<file path="src/rtl/pipe_pkg.sv">
// Shared pipeline constants and the stage-boundary bundle type.
// Consumed by pipe_stage_reg and pipe_capture_buf.
package pipe_pkg;

    localparam int DEF_STALL_W = 6;
    localparam int DEF_DATA_W  = 32;
    localparam int DEF_PC_W    = 32;
    localparam int DEF_EXC_W   = 32;
    localparam int EXC_TYPE_W  = DEF_EXC_W;

    localparam logic [DEF_DATA_W-1:0] NOP_INSN = '0;

    typedef struct packed {
        logic                  valid;
        logic [DEF_PC_W-1:0]   pc;
        logic [DEF_DATA_W-1:0] data;
        logic [EXC_TYPE_W-1:0] exc;
    } pipe_bundle_t;

endpackage

</file>
<file path="src/rtl/pipe_capture_buf.sv">
// One-entry holding buffer for data returned by a synchronous memory
// while the consuming stage is stalled.
module pipe_capture_buf
    import pipe_pkg::*;
#(
    parameter int W = $bits(pipe_bundle_t)
) (
    input  logic         clk,
    input  logic         rst,
    input  logic         clear_i,
    input  logic         load_i,
    input  logic         drain_i,
    input  logic [W-1:0] data_i,
    output logic         full_o,
    output logic [W-1:0] data_o
);

    logic         full_q, full_d;
    logic [W-1:0] data_q, data_d;

    always_comb begin
        full_d = full_q;
        data_d = data_q;
        if (clear_i) begin
            full_d = 1'b0;
        end else if (drain_i && full_q) begin
            full_d = 1'b0;
        end else if (load_i && !full_q) begin
            full_d = 1'b1;
            data_d = data_i;
        end
    end

    always_ff @(posedge clk) begin
        if (rst) begin
            full_q <= 1'b0;
        end else begin
            full_q <= full_d;
        end
    end

    // Payload needs no reset: it is only observed while full_q is set.
    always_ff @(posedge clk) begin
        data_q <= data_d;
    end

    assign full_o = full_q;
    assign data_o = data_q;

endmodule

</file>
<file path="src/rtl/pipe_stage_reg.sv">
// Pipeline boundary register with valid, bubble, flush and stall counter.
// Define PIPE_CAPTURE_EN to add the one-entry stall capture buffer.
module pipe_stage_reg
    import pipe_pkg::*;
#(
    parameter int                STALL_W = DEF_STALL_W,
    parameter int                STAGE   = 1,
    parameter int                DATA_W  = DEF_DATA_W,
    parameter int                PC_W    = DEF_PC_W,
    parameter int                EXC_W   = DEF_EXC_W,
    parameter logic [DATA_W-1:0] NOP     = {DATA_W{1'b0}},
    parameter int                CNT_W   = 16
) (
    input  logic               clk,
    input  logic               rst,
    input  logic [STALL_W-1:0] stall,
    input  logic               flush,
    input  logic               valid_i,
    input  logic [PC_W-1:0]    pc_i,
    input  logic [DATA_W-1:0]  data_i,
    input  logic [EXC_W-1:0]   exc_i,
    output logic               valid_o,
    output logic [PC_W-1:0]    pc_o,
    output logic [DATA_W-1:0]  data_o,
    output logic [EXC_W-1:0]   exc_o,
    output logic [CNT_W-1:0]   stall_cnt_o
);

    localparam int BW = 1 + PC_W + DATA_W + EXC_W;

    logic up, dn;
    logic stall_unused;

    assign up = stall[STAGE];
    assign dn = stall[STAGE+1];
    assign stall_unused = ^stall;

    logic [BW-1:0] live, src;

    assign live = {valid_i, pc_i, data_i, exc_i};

`ifdef PIPE_CAPTURE_EN
    logic          buf_full;
    logic [BW-1:0] buf_data;

    pipe_capture_buf #(.W(BW)) u_buf (
        .clk     (clk),
        .rst     (rst),
        .clear_i (flush),
        .load_i  (up && valid_i),
        .drain_i (!up),
        .data_i  (live),
        .full_o  (buf_full),
        .data_o  (buf_data)
    );

    assign src = buf_full ? buf_data : live;
`else
    assign src = live;
`endif

    logic              valid_q, valid_d;
    logic [PC_W-1:0]   pc_q, pc_d;
    logic [DATA_W-1:0] data_q, data_d;
    logic [EXC_W-1:0]  exc_q, exc_d;
    logic [CNT_W-1:0]  cnt_q, cnt_d;

    always_comb begin
        valid_d = valid_q;
        pc_d    = pc_q;
        data_d  = data_q;
        exc_d   = exc_q;
        if (flush) begin
            valid_d = 1'b0;
            pc_d    = '0;
            data_d  = NOP;
            exc_d   = '0;
        end else if (up && !dn) begin
            // PC still tracks so EPC stays meaningful across a bubble.
            valid_d = 1'b0;
            pc_d    = pc_i;
            data_d  = NOP;
            exc_d   = '0;
        end else if (!up) begin
            {valid_d, pc_d, data_d, exc_d} = src;
        end
    end

    always_comb begin
        cnt_d = cnt_q;
        if (up && (cnt_q != {CNT_W{1'b1}})) begin
            cnt_d = cnt_q + CNT_W'(1);
        end
    end

    always_ff @(posedge clk) begin
        if (rst) begin
            valid_q <= 1'b0;
            pc_q    <= '0;
            data_q  <= NOP;
            exc_q   <= '0;
            cnt_q   <= '0;
        end else begin
            valid_q <= valid_d;
            pc_q    <= pc_d;
            data_q  <= data_d;
            exc_q   <= exc_d;
            cnt_q   <= cnt_d;
        end
    end

    assign valid_o     = valid_q;
    assign pc_o        = pc_q;
    assign data_o      = data_q;
    assign exc_o       = exc_q;
    assign stall_cnt_o = cnt_q;

endmodule
</file>
<file path="config.mk">
export PLATFORM = sky130hd
export DESIGN_NAME = pipe_stage_reg
export DESIGN_NICKNAME = d
export VERILOG_FILES = /design/src/rtl/pipe_pkg.sv /design/src/rtl/pipe_capture_buf.sv /design/src/rtl/pipe_stage_reg.sv
export SDC_FILE = /design/constraint.sdc
export NUM_CORES = 1
export LEC_CHECK = 0
export ABC_AREA = 1
export ABC_CLOCK_PERIOD_IN_PS = 1560
export CORE_AREA = 3 3 108 110
export DETAILED_ROUTE_END_ITERATION = 12
export DIE_AREA = 0 0 111 113
export GPL_TIMING_DRIVEN = 0
export PLACE_DENSITY = 0.8
export REMOVE_ABC_BUFFERS = 1
export SETUP_SLACK_MARGIN = 0.05
export SYNTH_ARGS = -nofsm -noshare
export SYNTH_HDL_FRONTEND = slang
export SYNTH_SLANG_ARGS = --single-unit
</file>
<file path="constraint.sdc">
create_clock -name clk -period 1.56 [get_ports clk]
set_clock_uncertainty 0.1 [all_clocks]
set_input_delay 0.39 -clock clk [delete_from_list [all_inputs] [get_ports clk]]
set_output_delay 0.39 -clock clk [all_outputs]
set_load 0.01 [all_outputs]
</file>
==> results.yml, run 1 <==
clock_tree:
  cts.sinks: 113
  h-tree-depth: 4
  clock_latency_ps: 510
  cts_tree: "done"
  root_buffer: "clkbuf_8"
  cts_made_buffers: 17
  clk_pin_slew_ps: 50
  clk_path_buf_depth: 2
placement:
  numPortBuffers: 214
  routabilityCongestion: 0.865
  place.detailed.hpwl_um: 9760
  placed_area_um2: 6520
hold_path:
  hold_path.class: "primary input to register"
floorplanning:
  die_area_um2: 12500
  fp.dieW_um: 111
  fp-row-count: 38
  core-area_um2: 10800
  die_h_um: 113
  ios: 219
  initial_core_util_pct: 40.0
final_layout:
  drive_gt1_share_pct: 37.8
  final_nets: 924
  final_util_pct: 69.4
  nFillCells: 828
  multi_input_area_um2: 2000
  synthToLayoutAreaGrowth_pct: 73.4
  stdcell_area_um2: 7490
  seqCellArea_um2: 2410
  final_cell_mix: "nand2_1 (168), nor2_1 (99), clkdlybuf4s50_1 (99)"
  antenna_cells: 0
  final_common_cell: "nand2_1"
pwr:
  power_uw: 7240
  max-vdd-ir-drop_mv: 0.745
  leakage_uw: 0.00335
  power_density_nw_per_um2: 965
synthesis:
  avgSynthCellArea_um2: 7.48
  postSynthCellCount: 578
  ys_types: 22
  ys_seq_area_share_pct: 52.3
  postSynthRegisterBits: 113
  ys_warn_count: 0
  syn-cell-area_um2: 4320
grt:
  track_usage_pct: 23.7
  grt_pass1_wl_um: 23600
  grt_pass1_vias: 4652
  grt_start_max_net_pins: 70
  grt-ovfl-total: 0
  antenna_found_initial: 0
run:
  maxCapViolCount: 0
timing:
  final.min_clock_period_ps: 1490
  finalSetupTns_ps: 0
  fin_crit_sh_pct: 95.8
  rsz0062_at_grt: "true"
  max_freq_mhz: 669
  worstMarginPinSlew_ps: 541
  relSlewSlack_pct: 63.9
  finalSetupViolations: 0
  finalHoldViolations: 0
  maxSlewViolCount: 0
drt:
  wl_per_cell_um: 16.2
  drtIter0Drc: 356
  firstDrtPassIters: 5
  route.detailed.drc: 0
  viasPerCell: 5.01
  ant_nets: 0
  postRouteWirelength_um: 15800
  dr_total_vias: 4864
worst_setup_path:
  crit_path_end_kind: "primary output"
  required_ps: 1070
  start_kind: "register"
  worstPathArrival_ps: 1000
  cpMaxStageDelayCell: "dfxtp_4"
  critPathMaxStageDelay_ps: 380
  cp_max_fo: 4
  crit_family: "flip-flops"
  crit_chain: "buf_6"
  worstSetupPathType: "register to primary output"
  path_buf_inv: 1
run_status:
  status: "finished, final reports clean"
## final timing paths
path | from | to | slack (ps) | cells after the start
setup / recovery | stall_cnt_o[7]$_SDFFE_PP0P_ | stall_cnt_o[7] | 70 | 1
hold / removal | stall[1] | exc_o[29]$_SDFFE_PP0N_ | 170 | 3
setup reg to reg | stall_cnt_o[9]$_SDFFE_PP0P_ | stall_cnt_o[13]$_SDFFE_PP0P_ | 80 | 8
hold reg to reg | data_o[19]$_SDFFE_PP0N_ | data_o[19]$_SDFFE_PP0N_ | 360 | 2
## registers in the layout, summed over array words and instances (netlist names)
signal	cells
data_o	32
exc_o	32
pc_o	32
stall_cnt_o	16
valid_o	1
## metal layers
metal  global-route usage, %  share of wire, %  vias to the layer above
met5                       0                 0                        -
met1                    25.0                37                     2283
li1                        -                 -                     2328
met2                    41.0                52                      198
met4                    12.6               4.2                        0
met3                    8.98               6.8                       55
## where the power goes
part	internal (µW)	switching [µW]	leakage [µW]	total [µW]
sequential	2980	58.5	0.000968	3040
clock	2110	1260	0.000256	3370
combinational	454	376	0.00212	831
total	5540	1700	0.00335	7240
## cell usage after synthesis, drive strengths merged
| master | number | area, µm² |
|---|---|---|
| o21ai | 33 | 165 |
| ha | 1 | 12.5 |
| nor3 | 3 | 15.0 |
| buf | 20 | 124 |
| nand3 | 12 | 65.1 |
| inv | 17 | 63.8 |
| dfxtp | 113 | 2260 |
| nand4 | 1 | 21.3 |
| clkbuf | 14 | 52.6 |
| nand2 | 180 | 696 |
| a21oi | 75 | 375 |
| nor2 | 109 | 469 |
## stage by stage
stage / instances / hold WS, ps / worst slack, ps
final: 970 / 168 / 65.3
after global routing: 970 / 153 / -34.7
after floorplan: 544 / 381 / -1700
after detailed placement: 900 / 350 / -1670
after global placement: 898 / 344 / -6130
after CTS: 956 / 130 / 34.1
## area by class of cell
type / count / share of cell area [%]
repair inverters: 1 / 0.100
clock buffers: 27 / 6.56
multi-input cells: 418 / 26.6
inverters: 17 / 0.968
clock inverters: 5 / 0.367
well taps: 140 / 2.34
flip-flops and latches: 113 / 32.2
repair buffers: 249 / 30.9
## repair_timing
item	in CTS	in global routing
pin swaps	3	13
endpoints found under the hold margin	0	0
gates cloned	3	2
resized for setup	540	133
endpoints found under the setup margin	224	157
buffers inserted	21	12
hold buffers	0	0
## logic make-up after synthesis
family	share of synthesized area, %
compound gates	12.5
simple gates	29.3
flops	52.3
buf+inv	5.56
fa+ha+maj	0.289
Note: power is estimated with default switching activity, not from simulation.
==> run 2, diff against run 1 <==
SETUP_SLACK_MARGIN = 0.02   (was 0.05)
TNS_END_PERCENT = 20   (was not set)
==> run 2 against run 1 <==
Sequential cell count is the same. Critical path depth grew 6. Largest cell class unchanged. First-iteration DRC count shrank 23%. Sequential share of layout area grew 0.77 points. Die area is the same. Largest power group unchanged. Critical path type is now register to register.
==> results.yml, run 2 (synthesis results as in run 1) <==
run_status:
  status: "finished, final reports clean"
pwr:
  power.clock.fraction_pct: 46.9
  internal_power_uw: 5480
  pwr-share-seq_pct: 42.3
  power_uw: 7130
  swShare_pct: 23.2
  switching_power_uw: 1660
  power_density_nw_per_um2: 1010
  max-vdd-ir-drop_mv: 0.733
  share_comb_of_total_power_pct: 10.7
  leakage_uw: 0.00316
hold_path:
  min_from: "stall[1]"
  hold_path.class: "primary input to register"
  min_path_cells: 3
  min_to: "data_o[4]$_SDFFE_PP0N_"
timing:
  fin_crit_sh_pct: 97.1
  relSlewSlack_pct: 57.6
  finalHoldViolations: 0
  finalSetupViolations: 0
  max_freq_mhz: 660
  final.min_clock_period_ps: 1520
  worstMarginPinSlew_ps: 636
  rsz0062_at_grt: "true"
  maxSlewViolCount: 0
floorplanning:
  fp.dieW_um: 111
  die_h_um: 113
  die_area_um2: 12500
  core-area_um2: 10800
  fp-row-count: 38
  initial_core_util_pct: 40.0
  ios: 219
worst_setup_path:
  required_ps: 1860
  start_kind: "register"
  cp_max_fo: 6
  worstPathArrival_ps: 1810
  crit_path_end_kind: "register"
  reg2reg_slack_ps: 40
  worstSetupPathType: "register to register"
  r2r_end: "stall_cnt_o[10]$_SDFFE_PP0P_"
  r2r_start: "stall_cnt_o[3]$_SDFFE_PP0P_"
  ff2ff_path_depth: 7
drt:
  ant_nets: 0
  drtIter0Drc: 273
  route.detailed.drc: 0
  viasPerCell: 4.90
  postRouteWirelength_um: 15100
  firstDrtPassIters: 4
  dr_total_vias: 4657
  wl_per_cell_um: 15.9
grt:
  antenna_found_initial: 0
  met1_usage_pct: 24.4
  grt_pass1_vias: 4540
  grt_busiest_layer: "met2"
  grt_pass1_wl_um: 23000
  use_met3_pct: 8.98
  track_usage_pct: 23.1
  grt-ovfl-total: 0
  use_met2_pct: 40.5
  grt_start_max_net_pins: 70
final_layout:
  synthToLayoutAreaGrowth_pct: 63.2
  instances_no_fill: 951
  final_cell_mix: "nand2_1 (170), nor2_1 (98), clkdlybuf4s50_1 (97)"
  antenna_cells: 0
  drive_gt1_share_pct: 27.9
  seqCellArea_um2: 2320
  final_nets: 905
  multi_input_area_um2: 2010
  final_common_cell: "nand2_1"
  nFillCells: 902
placement:
  numPortBuffers: 214
  place_inst: 900
  place.detailed.hpwl_um: 9760
  routabilityCongestion: 0.865
clock_tree:
  h-tree-depth: 4
  cts.hold.buffers_added: 0
  root_buffer: "clkbuf_8"
  cts_tree: "done"
  clock_latency_ps: 510
  cts_made_buffers: 17
  clk_path_buf_depth: 2
  cts.sinks: 113
  clk_pin_slew_ps: 50
run:
  maxCapViolCount: 0
run 2: changes by cell type in the layout (fill, tap and decap cells not counted), sizes merged:
| cell | previous run | this run |
|---|---|---|
| dlymetal6s2s | 1 | 2 |
| nand4 | 3 | 4 |
| clkbuf | 27 | 28 |
| dlygate4sd2 | 0 | 1 |
| clkdlybuf4s50 | 99 | 97 |
| buf | 149 | 128 |
run 2: worst max path at each step:
stage                                start                           end  cells after the start  slack (ps)
2_1_floorplan                     stall[1]        data_o[0]$_SDFFE_PP0N_                      3       -1700
3_3_place_gp                      stall[1]        exc_o[12]$_SDFFE_PP0N_                      4       -6130
3_5_place_dp                      stall[1]         pc_o[23]$_SDFFE_PP0P_                      6       -1670
4_1_cts              pc_o[12]$_SDFFE_PP0P_                      pc_o[12]                      1         -50
5_1_grt        stall_cnt_o[3]$_SDFFE_PP0P_   stall_cnt_o[5]$_SDFFE_PP0P_                      9         -30
6_report       stall_cnt_o[3]$_SDFFE_PP0P_  stall_cnt_o[10]$_SDFFE_PP0P_                      7          40
run 2: cell type report:
cell class,count,area share (%)
Clock buffer,27,6.97
Clock inverter,5,0.390
Inverter,17,1.03
Multi-Input combinational cell,419,28.5
Sequential cell,113,33.0
Tap cell,140,2.48
Timing Repair Buffer,229,27.6
Timing Repair inverter,1,0.106
run 2: power by group through the flow:
stage / Sequential, µW / Clock, µW / Combinational (µW)
after floorplan: 3130 / 0 / 204
after global placement: 3080 / 0 / 763
after detailed placement: 3090 / 0 / 790
after CTS: 3020 / 3420 / 747
after global routing: 3030 / 3550 / 838
final: 3020 / 3350 / 767
run 2: worst max-delay path: stages (launching register included):
cell and delay [ps]:
dfxtp_4 370, nand2_2 120, nor2_8 250, nand2_4 110
nor2_1 190, nand3_1 130, nand2_1 90, nor2_1 50
run 2: routing by layer:
layer | routed length, µm | share of wire, %
met5 | 0 | 0
met4 | 401 | 2.7
met3 | 901 | 6.0
met2 | 8050 | 53
met1 | 5730 | 38
run 2: through the flow:
step	setup slack (ps)	instance area [µm²]	TNS, ps	utilization (%)	hold WS, ps
after floorplan	-1700	4150	-114510	-	381
after global placement	-6130	6460	-555290	59.9	344
after detailed placement	-1670	6520	-161870	60.4	350
after CTS	-47.9	6660	-47.9	61.7	214
after global routing	-25.6	7050	-47.8	65.3	155
final	44.6	7050	0	65.3	170
run 2: repair_timing:
| action | 4_1_cts | 5_1_grt |
|---|---|---|
| buffers inserted | 5 | 8 |
| gates cloned | 3 | 3 |
| pin swaps | 3 | 10 |
| endpoints found under the setup margin | 224 | 127 |
| resized for setup | 492 | 69 |
==> run 3, diff against run 2 <==
CORE_AREA = 3 3 97 99   (was 3 3 108 110)
DIE_AREA = 0 0 100 102   (was 0 0 111 113)
DONT_BUFFER_PORTS = 1   (was not set)
PLACE_DENSITY = not set   (was 0.8)
TNS_END_PERCENT = 1   (was 20)
==> run 3 against run 2 <==
Critical path depth is 1 lower. Clock-buffer cell count is 8 lower. First-iteration DRC count is 56% lower.
==> results.yml, run 3 (synthesis results as in run 1) <==
run_status:
  status: "finished, final reports clean"
grt:
  track_usage_pct: 24.2
  grt-ovfl-total: 0
  grt_pass1_wl_um: 19800
  antenna_found_initial: 0
  grt_start_max_net_pins: 69
  grt_pass1_vias: 3994
pwr:
  leakage_uw: 0.00240
  max-vdd-ir-drop_mv: 0.865
  power_density_nw_per_um2: 1200
drt:
  drtIter0Drc: 121
  wl_per_cell_um: 16.0
  ant_nets: 0
  firstDrtPassIters: 5
  postRouteWirelength_um: 12800
  dr_total_vias: 4158
  route.detailed.drc: 0
  viasPerCell: 5.19
hold_path:
  min_from: "stall[1]"
  min_to: "stall_cnt_o[2]$_SDFFE_PP0P_"
  hold_path.class: "primary input to register"
  min_path_cells: 4
worst_setup_path:
  crit_path_end_kind: "register"
  start_kind: "register"
  r2r_start: "stall_cnt_o[0]$_SDFFE_PP0P_"
  r2r_end: "stall_cnt_o[4]$_SDFFE_PP0P_"
  cp_max_fo: 21
  worstPathArrival_ps: 1810
  crit_chain: "ha_2, inv_1, nor2_4, nand4_4, a21oi_1, nor2_1"
  crit_path_start: "stall_cnt_o[0]$_SDFFE_PP0P_"
  cpMaxStageDelayCell: "dfxtp_4"
  reg2reg_slack_ps: 20
  critPathMaxStageDelay_ps: 390
  path_buf_inv: 1
  worstSetupPathType: "register to register"
  crit_family: "simple AND/OR/NAND/NOR gates"
  required_ps: 1830
  ff2ff_path_depth: 6
placement:
  placed_area_um2: 4350
  place.detailed.hpwl_um: 7260
  numPortBuffers: 0
  place_inst: 654
  routabilityCongestion: 0.814
timing:
  max_freq_mhz: 651
  maxSlewViolCount: 0
  rsz0062_at_grt: "true"
  relSlewSlack_pct: 54.1
  finalSetupViolations: 0
  finalHoldViolations: 0
  final.min_clock_period_ps: 1540
  fin_crit_sh_pct: 98.5
  holdWs_ps: 80.6
  worstMarginPinSlew_ps: 688
floorplanning:
  die_area_um2: 10200
  fp-row-count: 34
  ios: 219
  initial_core_util_pct: 50.0
  die_h_um: 102
  fp.dieW_um: 100
  core-area_um2: 8640
clock_tree:
  cts_made_buffers: 17
  clk_path_buf_depth: 2
  clock_latency_ps: 490
  clk_pin_slew_ps: 50
  post_cts_buffers: 0
  cts_tree: "done"
  h-tree-depth: 4
  root_buffer: "clkbuf_8"
  cts.sinks: 113
final_layout:
  antenna_cells: 0
  nFillCells: 659
  instances_no_fill: 801
  synthToLayoutAreaGrowth_pct: 41.9
  stdcell_area_um2: 6130
  final_nets: 787
  drive_gt1_share_pct: 9.67
  final_cell_mix: "nand2_1 (173), dlygate4sd3_1 (113), nor2_1 (101), dfxtp_1 (101), a21oi_1 (75)"
  final_common_cell: "nand2_1"
run:
  maxCapViolCount: 0
==> run 3: cell count changes in the layout (fill, tap and decap cells not counted), moves of 7 or more <==
cell | previous run | this run
dfxtp_1 | 85 | 101
dfxtp_2 | 17 | 10
dlygate4sd3_1 | 0 | 113
buf_2 | 82 | 0
dfxtp_4 | 11 | 2
buf_6 | 27 | 0
buf_4 | 14 | 0
clkdlybuf4s50_1 | 97 | 0
==> run 3: per-stage QoR <==
step / setup TNS, ps / setup slack, ps / utilization (%) / total power [µW]
after global routing: -861 / -107 / 71.0 / 7660
after detailed placement: -64130 / -795 / 50.3 / 3430
after global placement: -214120 / -2990 / 49.6 / 3400
after CTS: -5360 / -197 / 70.7 / 7430
after floorplan: -114510 / -1700 / - / 3330
final: 0 / 23.9 / 71.0 / 7370
==> run 3: how the worst max path moves through the flow <==
stage          cells after the start                           end
2_1_floorplan                      3        data_o[0]$_SDFFE_PP0N_
3_3_place_gp                       3       data_o[14]$_SDFFE_PP0N_
3_5_place_dp                       5        exc_o[27]$_SDFFE_PP0N_
6_report                           6   stall_cnt_o[4]$_SDFFE_PP0P_
4_1_cts                            4         pc_o[29]$_SDFFE_PP0P_
5_1_grt                            7  stall_cnt_o[10]$_SDFFE_PP0P_
==> run 3: worst reg2reg max path, stage by stage (launching register included) <==
cell	delay, ps
dfxtp_4	390
ha_2	190
inv_1	60
nor2_4	130
nand4_4	270
a21oi_1	240
nor2_1	60
==> run 3: timing repair <==
item | CTS | global route
resized for setup | 14 | 8
cloned | 0 | 1
setup endpoints to repair | 94 | 55
hold buffers | 114 | 0
pin swaps | 1 | 3
endpoints found under the hold margin | 97 | 0
==> run 3: layer usage <==
| layer | part of all wire [%] | global-route usage [%] |
|---|---|---|
| met5 | 0 | 0 |
| met4 | 1.9 | 9.12 |
| met3 | 8.2 | 8.81 |
| met2 | 51 | 41.5 |
| met1 | 39 | 27.8 |
==> run 3: final cells by class <==
cell class | instances | area, µm² | area share (%)
flip-flops and latches | 113 | 2280 | 37.2
multi-input cells | 414 | 1850 | 30.1
repair buffers | 116 | 1210 | 19.7
clock buffers | 19 | 422 | 6.87
clock inverters | 13 | 163 | 2.65
well taps | 108 | 135 | 2.20
inverters | 17 | 70.1 | 1.14
repair inverters | 1 | 7.51 | 0.122
==> run 3: where the power goes <==
part	switching (µW)	internal [µW]	leakage, µW
registers	114	2980	0.000926
clock network	1320	2430	0.000278
logic	254	271	0.00120
total	1680	5680	0.00240
